## src/rtl/hazard_fwd_unit_if.sv

```systemverilog
// Decode/execute-side bundle for the hazard/forwarding unit.
// The pipeline drives through master; the unit sits on slave.
interface hazard_fwd_unit_if #(
    parameter int unsigned REG_AW     = 5,
    parameter int unsigned NUM_SRC    = 2,
    parameter int unsigned FWD_STAGES = 2,
    parameter int unsigned CNT_W      = 16
);
    localparam int unsigned SELW = $clog2(FWD_STAGES + 1);

    logic                      id_valid;
    logic [NUM_SRC*REG_AW-1:0] id_src_addr;
    logic [NUM_SRC-1:0]        id_src_used;
    logic [REG_AW-1:0]         id_dst_addr;
    logic                      id_dst_we;
    logic                      id_is_load;
    logic                      flush;
    logic                      stall;
    logic                      bubble;
    logic [NUM_SRC*SELW-1:0]   ex_fwd_sel;
    logic [CNT_W-1:0]          stall_count;

    modport master (
        output id_valid, id_src_addr, id_src_used, id_dst_addr, id_dst_we, id_is_load, flush,
        input  stall, bubble, ex_fwd_sel, stall_count
    );

    modport slave (
        input  id_valid, id_src_addr, id_src_used, id_dst_addr, id_dst_we, id_is_load, flush,
        output stall, bubble, ex_fwd_sel, stall_count
    );
endinterface

```

## src/rtl/hazard_fwd_unit.sv

```systemverilog
// Load-use stall and operand-forward select generation from a shadow table
// of in-flight destination writes, one entry per forwarding stage past decode.
module hazard_fwd_unit #(
    parameter int unsigned REG_AW     = 5,
    parameter int unsigned NUM_SRC    = 2,
    parameter int unsigned FWD_STAGES = 2,
    parameter int unsigned LOAD_LAT   = 1,
    parameter int unsigned ZERO_REG   = 1,
    parameter int unsigned CNT_W      = 16
) (
    input logic              clock,
    input logic              reset,
    hazard_fwd_unit_if.slave hif
);
    localparam int unsigned SELW = $clog2(FWD_STAGES + 1);

    typedef struct packed {
        logic              v;
        logic [REG_AW-1:0] rd;
        logic              ld;
    } entry_t;

    entry_t                  tbl [1:FWD_STAGES];
    logic [NUM_SRC-1:0]      hazard;
    logic [NUM_SRC*SELW-1:0] sel_nxt;
    logic [NUM_SRC*SELW-1:0] sel_q;
    logic                    bub_q;
    logic [CNT_W-1:0]        cnt_q;
    logic                    stall_c;
    logic                    issue;

    // Scan oldest to youngest so the smallest matching tap overwrites older ones.
    always_comb begin
        hazard  = '0;
        sel_nxt = '0;
        for (int unsigned i = 0; i < NUM_SRC; i++) begin
            for (int unsigned k = FWD_STAGES; k >= 1; k--) begin
                if (hif.id_src_used[i] && hif.id_valid && tbl[k].v &&
                    tbl[k].rd == hif.id_src_addr[i*REG_AW +: REG_AW] &&
                    !(ZERO_REG != 0 && hif.id_src_addr[i*REG_AW +: REG_AW] == '0)) begin
                    sel_nxt[i*SELW +: SELW] = SELW'(k);
                    hazard[i]               = tbl[k].ld && (k <= LOAD_LAT);
                end
            end
        end
    end

    assign stall_c = reset && hif.id_valid && !hif.flush && (|hazard);
    assign issue   = hif.id_valid && !stall_c && !hif.flush;

    // A flushed EX entry is dropped as it moves into tap 2, so it never forwards.
    always_ff @(posedge clock or negedge reset) begin
        if (!reset) begin
            for (int unsigned k = 1; k <= FWD_STAGES; k++) begin
                tbl[k] <= '0;
            end
        end else begin
            tbl[1] <= issue ? entry_t'{v: hif.id_dst_we, rd: hif.id_dst_addr, ld: hif.id_is_load}
                            : entry_t'('0);
            for (int unsigned k = 2; k <= FWD_STAGES; k++) begin
                tbl[k] <= (k == 2 && hif.flush) ? entry_t'('0) : tbl[k-1];
            end
        end
    end

    always_ff @(posedge clock or negedge reset) begin
        if (!reset) begin
            sel_q <= '0;
            bub_q <= 1'b1;
            cnt_q <= '0;
        end else begin
            sel_q <= issue ? sel_nxt : '0;
            bub_q <= !issue;
            if (stall_c && cnt_q != '1) begin
                cnt_q <= cnt_q + CNT_W'(1);
            end
        end
    end

    assign hif.stall       = stall_c;
    assign hif.bubble      = bub_q;
    assign hif.ex_fwd_sel  = sel_q;
    assign hif.stall_count = cnt_q;
endmodule

```

## src/flat_wrapper.sv

```systemverilog
// flat-port wrapper written by rule: the top's interface ports become plain ports
module hazard_fwd_unit_flat 
#(
    parameter int unsigned REG_AW     = 5,
    parameter int unsigned NUM_SRC    = 2,
    parameter int unsigned FWD_STAGES = 2,
    parameter int unsigned LOAD_LAT   = 1,
    parameter int unsigned ZERO_REG   = 1,
    parameter int unsigned CNT_W      = 16
)
  (clock, reset, hif_id_valid, hif_id_src_addr, hif_id_src_used, hif_id_dst_addr, hif_id_dst_we, hif_id_is_load, hif_flush, hif_stall, hif_bubble, hif_ex_fwd_sel, hif_stall_count);
  hazard_fwd_unit_if #(.REG_AW(REG_AW), .NUM_SRC(NUM_SRC), .FWD_STAGES(FWD_STAGES), .CNT_W(CNT_W)) hif_i ();
  input logic clock;
  input logic reset;
  input wire logic [$bits(hif_i.id_valid)-1:0] hif_id_valid;
  input wire logic [$bits(hif_i.id_src_addr)-1:0] hif_id_src_addr;
  input wire logic [$bits(hif_i.id_src_used)-1:0] hif_id_src_used;
  input wire logic [$bits(hif_i.id_dst_addr)-1:0] hif_id_dst_addr;
  input wire logic [$bits(hif_i.id_dst_we)-1:0] hif_id_dst_we;
  input wire logic [$bits(hif_i.id_is_load)-1:0] hif_id_is_load;
  input wire logic [$bits(hif_i.flush)-1:0] hif_flush;
  output wire logic [$bits(hif_i.stall)-1:0] hif_stall;
  output wire logic [$bits(hif_i.bubble)-1:0] hif_bubble;
  output wire logic [$bits(hif_i.ex_fwd_sel)-1:0] hif_ex_fwd_sel;
  output wire logic [$bits(hif_i.stall_count)-1:0] hif_stall_count;
  assign hif_i.id_valid = hif_id_valid;
  assign hif_i.id_src_addr = hif_id_src_addr;
  assign hif_i.id_src_used = hif_id_src_used;
  assign hif_i.id_dst_addr = hif_id_dst_addr;
  assign hif_i.id_dst_we = hif_id_dst_we;
  assign hif_i.id_is_load = hif_id_is_load;
  assign hif_i.flush = hif_flush;
  assign hif_stall = hif_i.stall;
  assign hif_bubble = hif_i.bubble;
  assign hif_ex_fwd_sel = hif_i.ex_fwd_sel;
  assign hif_stall_count = hif_i.stall_count;
  hazard_fwd_unit #(.REG_AW(REG_AW), .NUM_SRC(NUM_SRC), .FWD_STAGES(FWD_STAGES), .LOAD_LAT(LOAD_LAT), .ZERO_REG(ZERO_REG), .CNT_W(CNT_W)) u_core (.clock(clock), .reset(reset), .hif(hif_i));
endmodule
```

## config.mk

```make
export PLATFORM = sky130hd
export DESIGN_NAME = hazard_fwd_unit_flat
export DESIGN_NICKNAME = d
export VERILOG_FILES = /design/src/rtl/hazard_fwd_unit_if.sv /design/src/rtl/hazard_fwd_unit.sv /design/src/flat_wrapper.sv
export SDC_FILE = /design/constraint.sdc
export NUM_CORES = 1
export LEC_CHECK = 0
export CAP_MARGIN = 5
export CORE_UTILIZATION = 47
export CTS_CLUSTER_DIAMETER = 60
export DETAILED_ROUTE_END_ITERATION = 8
export PLACE_DENSITY = 0.75
export SYNTH_ARGS = -nofsm -noshare
export SYNTH_HDL_FRONTEND = slang
export SYNTH_SLANG_ARGS = --single-unit
```

## constraint.sdc

```tcl
create_clock -name clock -period 2.43 [get_ports clock]
set_input_delay 0.486 -clock clock [delete_from_list [all_inputs] [get_ports clock]]
set_output_delay 0.486 -clock clock [all_outputs]
set_load 0.1 [all_outputs]
```

==> impl_metrics.json <==
{
  "ctsHtreeMaxLevel": 2,
  "synth_seq_cells": 34,
  "status": "finished, violations left",
  "dr.max_layer_used": "met4",
  "rows": 20,
  "yosys-top-cells-area": "dfrtp_1 (51%), xnor2_1 (11%), xor2_1 (7.0%)",
  "port_buffers": 44,
  "gp_congestion": 0.897,
  "synth_area_mm2": 0.00162,
  "synthArstFlopShare": 1.00,
  "antenna_left": 0,
  "place_ws_ns": -0.424,
  "synth-edff-count": 0,
  "worst-setup-path-type": "primary input to output pin",
  "synth_cell_types": 26,
  "finalWorstSetupSlack_ns": -0.0529,
  "powerDensity_mw_per_mm2": 445,
  "syn_inst": 138,
  "dieArea_mm2": 0.00368,
  "syn_area_per_cell_um2": 11.7,
  "wl_met1_um": 1640,
  "grt_pass1_vias": 1275,
  "fmax_ghz": 0.403,
  "drv_slew": 0,
  "syn_nets": 162,
  "wl_met2_um": 1800,
  "min_period_over_period": 1.02,
  "layout.nets": 230,
  "maxCapViolations": 0,
  "drive_gt1_frac": 0.304,
  "detail_route.first_pass.iterations": 4,
  "clock-sinks": 34,
  "grt_start_max_net_pins": 35,
  "whs_path_depth": 1,
  "skew_ns": 0.00774,
  "drc": 0,
  "nFillCells": 256,
  "clock_latency_ns": 0.32,
  "synth_simple_gate_area_frac": 0.236,
  "fp.coreArea_mm2": 0.00315,
  "finalWirelength_um": 3610,
  "final_cell_area_mm2": 0.00228,
  "arrival_ns": 2.00,
  "final-instance-count-excl-fill": 251,
  "io_pins": 45,
  "muxShareOfSynthArea": 0.0139,
  "synth_warnings": 0,
  "die_h_um": 60.6,
  "dpl_cell_area_mm2": 0.00220,
  "diodes": 0,
  "antenna_found_initial": 0,
  "wire_per_inst_um": 14.4,
  "cts.clk_slew.worst_paths_ns": 0.10,
  "synth_seq_area_share": 0.527,
  "period_needed_ns": 2.48,
  "cp_max_fo": 3,
  "worstSetupEndpointType": "output pin",
  "drtIter0Drc": 37,
  "yosysMostFrequentCell": "dfrtp_1",
  "routed-wl-met3_um": 133,
  "hpwl_um": 2750,
  "vias_per_cell": 5.02,
  "area_growth_pct": 40.9,
  "holdWs_ns": 0.507,
  "power_leakage_nw": 1.08,
  "crit_required_ns": 1.94,
  "synth_xor_area_frac": 0.184,
  "rsz0062_at_grt": "yes",
  "synthAdderAreaFrac": 0.00774,
  "start_util": 0.513,
  "cts-root-buf": "clkbuf_4",
  "hp-class": "register to register",
  "dp_cells": 240,
  "finalSetupViolations": 1,
  "synth_top_family_by_area": "simple AND/OR/NAND/NOR gates",
  "cts_buffer_depth": 2,
  "cp-start-kind": "primary input",
  "fin_util": 0.723,
  "worstMarginPinSlew_ns": 0.420,
  "cts_buffers": 5,
  "vias": 1261,
  "grt_remaining_overflow": 0,
  "peakVddDrop_mv": 0.317,
  "hold_violations": 0,
  "synth.largest_area_cell": "dfrtp_1",
  "grt_pass1_wl_um": 5820,
  "synth.top_cell.area_share": 0.511,
  "synth_ff_type": "dfrtp_1",
  "failed_checks": "setup timing",
  "r2r_cells": 8,
  "grt_use_total": 0.220,
  "die_w_um": 60.6,
  "cts_tree": "yes",
  "synth_compound_area_frac": 0.0217,
  "relSlewSlack": 0.720,
  "yosys-top-cells-count": "dfrtp_1 (33), xnor2_1 (21), xor2_1 (13), nand3_1 (12), and2_1 (9)"
}
state kept, by name, indices dropped and copies added, names as in the netlist:
name / flops
u_core.hif.bubble: 1
u_core.hif.stall_count: 16
u_core.hif.ex_fwd_sel: 4
u_core.tbl: 13
per-layer routing:
metal,global-route usage,vias up
met3,0.0448,5
li1,-,611
met5,0,-
met1,0.293,613
met4,0.0812,0
met2,0.358,32
worst max-delay path, cell delays in order:
cell and delay (ns):
dlygate4sd2_1 0.27, or4_1 0.16, nor2_2 0.05, or4_4 0.55
and2_4 0.17, nor2_4 0.12, buf_12 0.19
metrics by stage:
stage                     power (W)  setup TNS (ns)
after floorplan            0.000630               0
after global placement     0.000704           -7.36
after detailed placement   0.000709           -8.50
after CTS                   0.00103         -0.0355
after global routing        0.00106          -0.115
final                       0.00101         -0.0529
cells by family after synthesis:
logic type	Yosys count
buffers and inverters	2
multiplexers	2
AND/OR/NAND/NOR	62
flip-flops	34
XOR/XNOR	34
adder cells (fa/ha/maj)	1
AO/OA/AOI/OAI	3
cell type report:
type,count,area [µm²],area share
clock buffer,6,51.3,0.0225
multi-input combinational,102,762,0.334
sequential,34,860,0.377
timing repair buffer,62,534,0.234
inverter,1,3.75,0.00165
clock inverter,2,12.5,0.00549
tap,44,55.1,0.0242
where the power goes:
group          leakage [nW]  switching, W  internal [W]
clock                0.0343      0.000182      0.000139
sequential            0.457    0.00000799      0.000574
combinational         0.585     0.0000512     0.0000588
worst paths after layout:
check                                             to                 startpoint  slack [ns]
max reg2reg                u_core.hif.stall_count[1]             u_core.tbl[11]        0.20
max                                        hif_stall         hif_id_src_addr[8]       -0.05
min                        u_core.hif.stall_count[4]  u_core.hif.stall_count[4]        0.51
max in group asynchronous          u_core.hif.bubble                      reset        1.47
min reg2reg                u_core.hif.stall_count[4]  u_core.hif.stall_count[4]        0.51
min in group asynchronous              u_core.tbl[7]                      reset        0.63
placed cells by master (no fill, tap or decap), drive strengths merged, types with 7 or more instances in the layout:
| master | instances |
|---|---|
| dlygate4sd2 | 9 |
| xnor2 | 21 |
| clkdlybuf4s50 | 10 |
| nand4 | 7 |
| nand3 | 12 |
| and2 | 9 |
| buf | 40 |
| dfrtp | 33 |
| xor2 | 13 |
| nor2b | 7 |
repair_timing:
item                                    CTS  global route
pin swaps                                10             0
hold buffers                              0             0
endpoints found under the setup margin    5             1
gates cloned                              0             0
gates resized for setup                  16             1
buffers inserted                          2             1
Power figures use the tool's default switching activity.
